[src/rtl/inv_reg_pipe.sv]
// Elastic DEPTH-stage register pipeline with valid/ready handshake.
// A masked inversion is applied once at capture; later stages are plain registers.
module inv_reg_pipe #(
    parameter int unsigned       WIDTH     = 8,
    parameter int unsigned       DEPTH     = 3,
    parameter logic [WIDTH-1:0]  INV_MASK  = {WIDTH{1'b1}},
    parameter logic [WIDTH-1:0]  RESET_VAL = {WIDTH{1'b0}}
) (
    input  logic                         clock,
    input  logic                         rst,
    input  logic                         in_valid,
    output logic                         in_ready,
    input  logic [WIDTH-1:0]             d_in,
    input  logic                         inv_en,
    input  logic                         flush,
    output logic                         out_valid,
    input  logic                         out_ready,
    output logic [WIDTH-1:0]             d_out,
    output logic [$clog2(DEPTH+1)-1:0]   count
);

    localparam int unsigned CW = $clog2(DEPTH + 1);

    logic [DEPTH-1:0] v;
    logic [DEPTH-1:0] rdy;
    logic [WIDTH-1:0] data [DEPTH];
    logic             accept;
    logic             pop;
    logic             hole;

    // Stage k can load when it, or any stage downstream of it, frees up this cycle.
    always_comb begin
        rdy  = '0;
        hole = out_ready;
        for (int k = int'(DEPTH) - 1; k >= 0; k--) begin
            hole   = hole | ~v[k];
            rdy[k] = hole;
        end
        in_ready = rdy[0] & ~flush & rst;
        accept   = in_valid & in_ready;
        pop      = v[DEPTH-1] & out_ready;
    end

    assign out_valid = v[DEPTH-1];
    assign d_out     = data[DEPTH-1];

    // Stage valids, data and occupancy; flush drops valids but keeps data.
    always_ff @(posedge clock or negedge rst) begin
        if (!rst) begin
            v     <= '0;
            count <= '0;
            for (int k = 0; k < int'(DEPTH); k++) begin
                data[k] <= RESET_VAL;
            end
        end else if (flush) begin
            v     <= '0;
            count <= '0;
        end else begin
            if (rdy[0]) begin
                v[0] <= accept;
                if (accept) begin
                    data[0] <= d_in ^ (INV_MASK & {WIDTH{inv_en}});
                end
            end
            for (int k = 1; k < int'(DEPTH); k++) begin
                if (rdy[k]) begin
                    v[k] <= v[k-1];
                    if (v[k-1]) begin
                        data[k] <= data[k-1];
                    end
                end
            end
            case ({accept, pop})
                2'b10:   count <= count + CW'(1);
                2'b01:   count <= count - CW'(1);
                default: count <= count;
            endcase
        end
    end

    // Occupancy must always match the number of valid stages.
    assert property (@(posedge clock) disable iff (!rst) count <= CW'(DEPTH));
    assert property (@(posedge clock) disable iff (!rst) count == CW'($countones(v)));

endmodule

[config.mk]
export PLATFORM = sky130hd
export DESIGN_NAME = inv_reg_pipe
export DESIGN_NICKNAME = d
export VERILOG_FILES = /design/src/rtl/inv_reg_pipe.sv
export SDC_FILE = /design/constraint.sdc
export NUM_CORES = 1
export LEC_CHECK = 0
export CORE_ASPECT_RATIO = 1.1
export CORE_MARGIN = 2
export CORE_UTILIZATION = 45
export DETAILED_ROUTE_END_ITERATION = 8
export GPL_ROUTABILITY_DRIVEN = 0
export PLACE_DENSITY_LB_ADDON = 0.2
export SLEW_MARGIN = 20
export SYNTH_ARGS = -nofsm -noshare
export SYNTH_HDL_FRONTEND = slang
export SYNTH_SLANG_ARGS = --single-unit
[constraint.sdc]
create_clock -name clock -period 1.55 [get_ports clock]
set_input_delay 0.3875 -clock clock [delete_from_list [all_inputs] [get_ports clock]]
set_output_delay 0.3875 -clock clock [all_outputs]
set_load 0.1 [all_outputs]
After elaboration in Yosys (flattened, before gate mapping)
Index checks and enable logic that the tools add are counted.
{ "totals": {"regBits": 29, "input_bits": 14, "out_inout_bits": 12, "elab_cells": 36} }
{ "op_classes": {"addsub": 2, "eq_ne": 2, "muxes": 6, "n_bitwise": 12, "n_reduce_logical": 7} }
{ "op_table": {"columns": ["cell", "n"], "rows": [
  ["$reduce_and A3 Y1", 3],
  ["$xor A8 B8 Y8", 1],
  ["$reduce_bool A2 Y1", 3],
  ["$and A1 B1 Y1", 4],
  ["$not A1 Y1", 4],
  ["$pmux W2 S2", 1],
  ["$mux W1", 3],
  ["$mux W3", 1],
  ["$or A1 B1 Y1", 3],
  ["$reduce_bool A3 Y1", 1],
  ["$add A2 B1 Y2 const B", 1],
  ["$eq A2 B1 Y1 const B", 1],
  ["$eq A2 B2 Y1 const B", 1],
  ["$mux W2", 1],
  ["$sub A2 B1 Y2 const B", 1]
]} }

Longest topological paths before layout
Gate-level depths: netlist of run 1.
{ "depth": {"word_depth": 10, "depth_mapped": 5} }

Worst setup path before layout of run 1
Ideal clock, no wire load.
{ "synth_path": {"kind": "register to output", "from": "reg v[2]", "to": "out in_ready", "arrival_time_ps": 3326, "required_ps": 1162, "path_slack_ps": -2163, "stages_incl_launch_ff": 3, "n_path_buf": 0, "path_cell_list": "dfrtp_1 > and4b_4 > nor3b_1"} }
{ "synth_between": {"elab_chain_cells": 6} }
{ "synth_lines": {"columns": ["element", "line_no", "rtl"], "rows": [
  ["start, declared", "24", "logic [DEPTH-1:0] v;"],
  ["start signal, assigned by index", "67", "v[k] <= v[k-1];"],
  ["$not A1 Y1", "36", "hole = hole | ~v[k];"],
  ["$or A1 B1 Y1 (3 in a row)", "36", null],
  ["$and A1 B1 Y1 (2 in a row)", "39", "in_ready = rdy[0] & ~flush & rst;"],
  ["end, declared", "12", "output logic in_ready,"]
]} }
No other way between the ends.

Final worst setup path of run 1
Ends and elaborated chain as after synthesis.

==> results.md, run 1 <==
* Status: finished, violations left
* Failing checks: negative setup slack
* Crit Path Class: flip-flop to primary output
* # setup viols final at 19
* Crit path cell chain: and4b_4 -> nor3b_4 -> buf_12
* Cells after DPL at roughly 160
* Worst-path clk slew at roughly 0.090 ns
* PortBufs at 25
* Die Area at around 3300 um^2
* Number of global-route vias before repair at 926
* CTS buffer count at 5
* Clk pwr share at between 10% and 20%
* Hold_buf cts at 0
* Total grt overflow at 0
* Post-Layout Cell Count at 174
* Area growth syn-to-layout at 46.5%
* Initial Utilization at a little under half
* Area of the multi-input gates at between 500 and 600 um^2
* Final Hold Fails at 0
* # clock sinks at 29
* Seq cells post-synth at 29
* Std cell rows at 20
* FMAX at roughly 560 MHz
* Design area at 1880 um^2
* Root Driver: clkbuf_4
* Total power at ~3.1 mW
* GRT met2 Usage at between 30% and 40%
* NetSw at approximately 1.2 mW
* TritonRoute pass-1 iters at 4
* Fillcell total at around 220
* Crit path time final at approximately 1.8 ns
* Num ports at 26
* ANT nets after route at 0
* PwrDens at between 1500 and 2000 nW/um^2
* Gr busiest metal: met2
* Die Y-Extent at ~60 um
* Layout cells sized above 1 at between 30% and 40%
* CP startpoint: v[2]
* Place WS at -0.450 ns
* Final Skew at 0.00616 ns
* N_diodes at 0
* Global-route wire length before repair at around 4300 um
* Final WS setup at -0.244 ns
* Synthesized Nets at about 120
* Final TNS setup at -1.87 ns
* Fin. max-slew vios at 0
* Clk buf depth at 2
* Core ar. at approximately 2800 um^2
* Sw Share at about two fifths
* Slew @ Worst Pin at ~0.27 ns
* CTS tree: done
* Fin crit share at 116%
* Die X at between 50 and 60 um
* Yosys warnings at 0
* Post-Syn Instances at around 110
* Met3 Use GR at between 7 and 8%
* Rel. slew slack at between 80 and 90%
* Largest net degree at the start of global routing at 21
* Drc violations at 0
* Register area at around 730 um^2
* GRT Total Usage at 19.6%
* Synth unique cells at 18
* Htree depth at 2
* Final Core Density at 68.3%
* Leak Pwr at ~0.84 nW
* Initial DRC Count at 10
* Worst Setup Start Kind: flip-flop
* Max-cap check violation count at 0
* Register area share after synthesis at a little under three fifths
* RSZ-0062 raised after global routing: true
* Vias per Instance at ~5.0
* Worst path slowest cell: dfrtp_4
* CP Capture Type: primary output
* Post-Syn Area per Cell at around 12 um^2
* Final HPWL DP at approximately 1800 um
* Final wirelength at 2570 um
* Nets@finish at approximately 150
* GR met1 Demand/Resource at between 20% and 30%
* Combinational power share at about 47%
* Routed length per instance at roughly 15 um
* FF-to-FF Start: v[2]
* Max VDD drop at between 1 and 1.5 mV
* WHS at 0.296 ns
* Crit path largest cell delay at between 0.4 and 0.5 ns
* Clock Latency Late Sink at approximately 0.33 ns
* Initial antenna violation count at 0
* WP data arrival at 1.41 ns
* CP max FO at 2
* Worst hold path class: input port to async pin
* Internal power component at about 1.8 mW
* Post-DP Area at roughly 1700 um^2
* Total number of vias at approximately 870
* Mapped cell area at between 1000 and 1500 um^2
* Seq pwr share at 36.4%
* Required @ worst endpoint at 1.16 ns
-- power by group through the flow --
stage	registers [mW]	clock network (mW)	logic, mW
5_1_grt	1.14	0.574	1.48
4_1_cts	1.11	0.530	1.44
6_report	1.11	0.515	1.43
3_5_place_dp	1.12	0	1.37
3_3_place_gp	1.11	0	1.35
2_1_floorplan	1.06	0	0.992
-- layout by cell type, fill, tap and decap left out, types with 2 or more instances in the layout --
cell type        count
dfrtp_1             28
clkbuf_4             5
nand2_1              3
mux2_4               8
clkdlybuf4s50_1     10
a21oi_1             10
mux2_2               8
nor2_1              15
buf_6                3
buf_4               10
buf_12              14
clkbuf_8             2
xnor2_1             10
dlygate4sd2_1        3
-- routing by layer --
metal	part of all wire, %	up-vias
met2	52	27
met3	5.6	7
met5	0	-
li1	-	414
met1	40	418
met4	2.2	0
-- layout make-up --
| type | count | area share [%] |
|---|---|---|
| Sequential cell | 29 | 38.8 |
| Multi-Input combinational cell | 64 | 27.8 |
| Clock inverter | 1 | 0.266 |
| Timing Repair Buffer | 40 | 27.4 |
| Clock buffer | 7 | 3.46 |
| Tap cell | 33 | 2.20 |
-- worst max-delay path, delay by kind of cell (launching register included) --
| family | cells | cell delay, ns |
|---|---|---|
| flip-flops | 1 | 0.48 |
| AND/OR/NAND/NOR | 2 | 0.41 |
| buffers and inverters | 1 | 0.20 |
-- synthesized netlist by cell type --
master    instances  area (um^2)
dfrtp_1          29          726
nor2_1           15         56.3
a21oi_1          10         50.1
xnor2_1          10         87.6
mux2_1            9          101
buf_4             8         60.1
mux2_2            8         90.1
nand2_1           3         11.3
buf_2             2         10.0
clkbuf_1          2         7.51
nor2b_1           2         12.5
and2_1            1         6.26
and4b_4           1         13.8
mux2i_1           1         10.0
nand3b_1          1         7.51
nor3_4            1         16.3
nor3b_1           1         7.51
or3b_1            1         8.76
-- sequential cells by signal, indices dropped and copies added, names as in the netlist --
name   flops
count      2
v          3
data      16
d_out      8
-- path summary, 6_finish.rpt --
path,endpoint,slack [ns],cells past startpoint
max,in_ready,-0.24,3
min reg2reg,d_out[1],0.51,1
max in group asynchronous,d_out[1],1.04,2
min,data[21],0.30,2
max reg2reg,d_out[1],-0.15,5
min in group clock,d_out[1],0.51,1
-- cells by family after synthesis --
logic type | after synthesis | share of synthesized area [%]
flops | 29 | 56.6
simple gates | 26 | 10.9
mux | 18 | 15.7
buf+inv | 12 | 6.05
compound gates | 10 | 3.90
xor+xnor | 10 | 6.83
-- repair_timing --
action,in CTS,in global routing
endpoints found under the setup margin,10,22
buffers inserted,2,1
gates resized for setup,13,1
pin swaps,1,0
(Power assumes the default switching activity.)
==> run 2: changes to the inputs <==
==> constraint.sdc (replaced) <==
create_clock -name clock -period 1.55 [get_ports clock]
set_input_delay 0.3875 -clock clock [delete_from_list [all_inputs] [get_ports clock]]
set_output_delay 0.3875 -clock clock [all_outputs]
set_load 0.005 [all_outputs]
==> run 2 against run 1 <==
The flow still finishes with violations (negative setup slack). Critical path depth unchanged. Sequential power decreased by 5%. Register-to-register slack improved by 0.16 ns. Hold slack got worse by 0.0011 ns. Global-route usage decreased by 1.2 points. Sequential cell count unchanged. Worst setup slack improved by 0.19 ns. Utilization decreased by 4.9 points. Via count increased by 2.0%. Cell area decreased by 7.1%. Power decreased by 35%. Critical path type unchanged. Critical endpoint unchanged.
==> results.md, run 2 (synthesized netlist as in run 1, its figures left out) <==
* CP startpoint: v[1]
* Total grt overflow at 0
* Fin. max-slew vios at 0
* Die Area at around 3300 um^2
* TritonRoute pass-1 iters at 4
* Initial DRC Count at 20
* Final Core Density at a little under two thirds
* Num ports at 26
* Vias per Instance at ~4.9
* # setup viols final at 1
* Final WS setup at -0.0487 ns
* WP data arrival at approximately 1.2 ns
* Core ar. at 2750 um^2
* Clk buf depth at 2
* Crit path time final at 1.60 ns
* Total number of vias at between 800 and 900
* Global-route wire length before repair at 4180 um
* Std cell rows at 20
* # clock sinks at 29
* Fin crit share at 103%
* ANT nets after route at 0
* Drc violations at 0
* Most common cell after layout, fill and taps aside: dfrtp_1
* Total power at 2.00 mW
* Rel. slew slack at about 75%
* FF-to-FF path depth at 4
* Crit Path Class: flip-flop to primary output
* Clock Latency Late Sink at roughly 0.32 ns
* Final HPWL DP at 1760 um
* Register with the most flip-flops: data
* Most frequent cells in the layout: dfrtp_1, buf_4, nor2_1
* Fillcell total at around 230
* Worst Setup Start Kind: flip-flop
* Root Driver: clkbuf_4
* Nets@finish at 159
* Initial antenna violation count at 0
* Initial Utilization at 46.6%
* FMAX at around 630 MHz
* CTS buffer count at 5
* Worst-path clk slew at 0.09 ns
* PortBufs at 25
* Required @ worst endpoint at between 1 and 1.5 ns
* Hold_buf cts at 0
* Number of global-route vias before repair at 940
* Final wirelength at about 2500 um
* Final Skew at 0.00839 ns
* FF-to-FF Start: v[2]
* Routed length per instance at about 14 um
* Status: finished, violations left
* RSZ-0062 raised after global routing: true
* Failing checks: negative setup slack
* Max-cap check violation count at 0
* Htree depth at 2
* CP Capture Type: primary output
* PwrDens at 1150 nW/um^2
* Place WS at -0.619 ns
* Max VDD drop at between 0.5 and 0.6 mV
* R2r setup slk at 0.01 ns
* N_diodes at 0
* Largest net degree at the start of global routing at 31
* Area growth syn-to-layout at 36.1%
* CP max FO at 2
* Max reg flops at 16
* Die X at about 55 um
* Leak Pwr at between 0.8 and 0.9 nW
* Final Hold Fails at 0
* Slew @ Worst Pin at around 0.37 ns
* GRT Total Usage at 18.4%
* Die Y-Extent at around 60 um
* Layout cells sized above 1 at between 30% and 40%
* CTS tree: done
* Worst hold path class: input port to async pin
* Reg2reg end: d_out[5]
run 2: cell count changes in the layout (fill, tap and decap cells not counted), sizes merged:
cell           before  now
clkdlybuf4s15       0    1
clkbuf              7    6
clkinv              1    2
dlygate4sd2         3   13
buf                27   21
run 2: final cells by class:
class / instances / area (um^2) / share of cell area (%)
clock buffer: 6 / 41.3 / 2.37
multi-input combinational: 64 / 524 / 30.0
sequential: 29 / 726 / 41.6
timing repair buffer: 45 / 403 / 23.1
tap: 33 / 41.3 / 2.37
clock inverter: 2 / 10.0 / 0.573
run 2: timing repair:
item                                    CTS  global route
pin swaps                                 3             1
cloned                                    0             0
gates resized for setup                  25             9
hold endpoints to repair                  0             0
endpoints found under the setup margin   38            11
setup buffers                             3             1
run 2: how the worst max path moves through the flow:
stage,endpoint,slack [ns],cells after the start
2_1_floorplan,count[1],-0.03,4
6_report,in_ready,-0.05,3
4_1_cts,in_ready,-0.08,3
5_1_grt,in_ready,-0.11,3
3_5_place_dp,in_ready,-0.62,4
3_3_place_gp,in_ready,-0.59,4
run 2: metal layers:
metal	global-route usage (%)	part of all wire [%]
met2	30.1	50
met3	4.50	5.0
met5	0	0
met4	9.41	2.4
met1	22.1	43
run 2: stage by stage:
stage	instance area, um^2	TNS (ns)	hold WS (ns)	cells
6_report	1750	-0.0487	0.295	179
3_3_place_gp	1630	-10.57	0.460	167
3_5_place_dp	1630	-12.49	0.471	167
2_1_floorplan	1280	-0.0310	0.0919	105
5_1_grt	1750	-0.244	0.327	179
4_1_cts	1710	-0.0878	0.295	178
run 2: where the power goes:
| part | leakage (nW) | internal (mW) | total [mW] | switching, mW |
|---|---|---|---|---|
| clock network | 0.0320 | 0.172 | 0.428 | 0.255 |
| logic | 0.445 | 0.351 | 0.520 | 0.169 |
| registers | 0.348 | 0.957 | 1.06 | 0.0995 |
run 2: critical path, cell delays in order (launching register included):
cell and delay, ns:
dfrtp_1 0.41, and4b_4 0.21, nor3b_2 0.14, buf_2 0.13
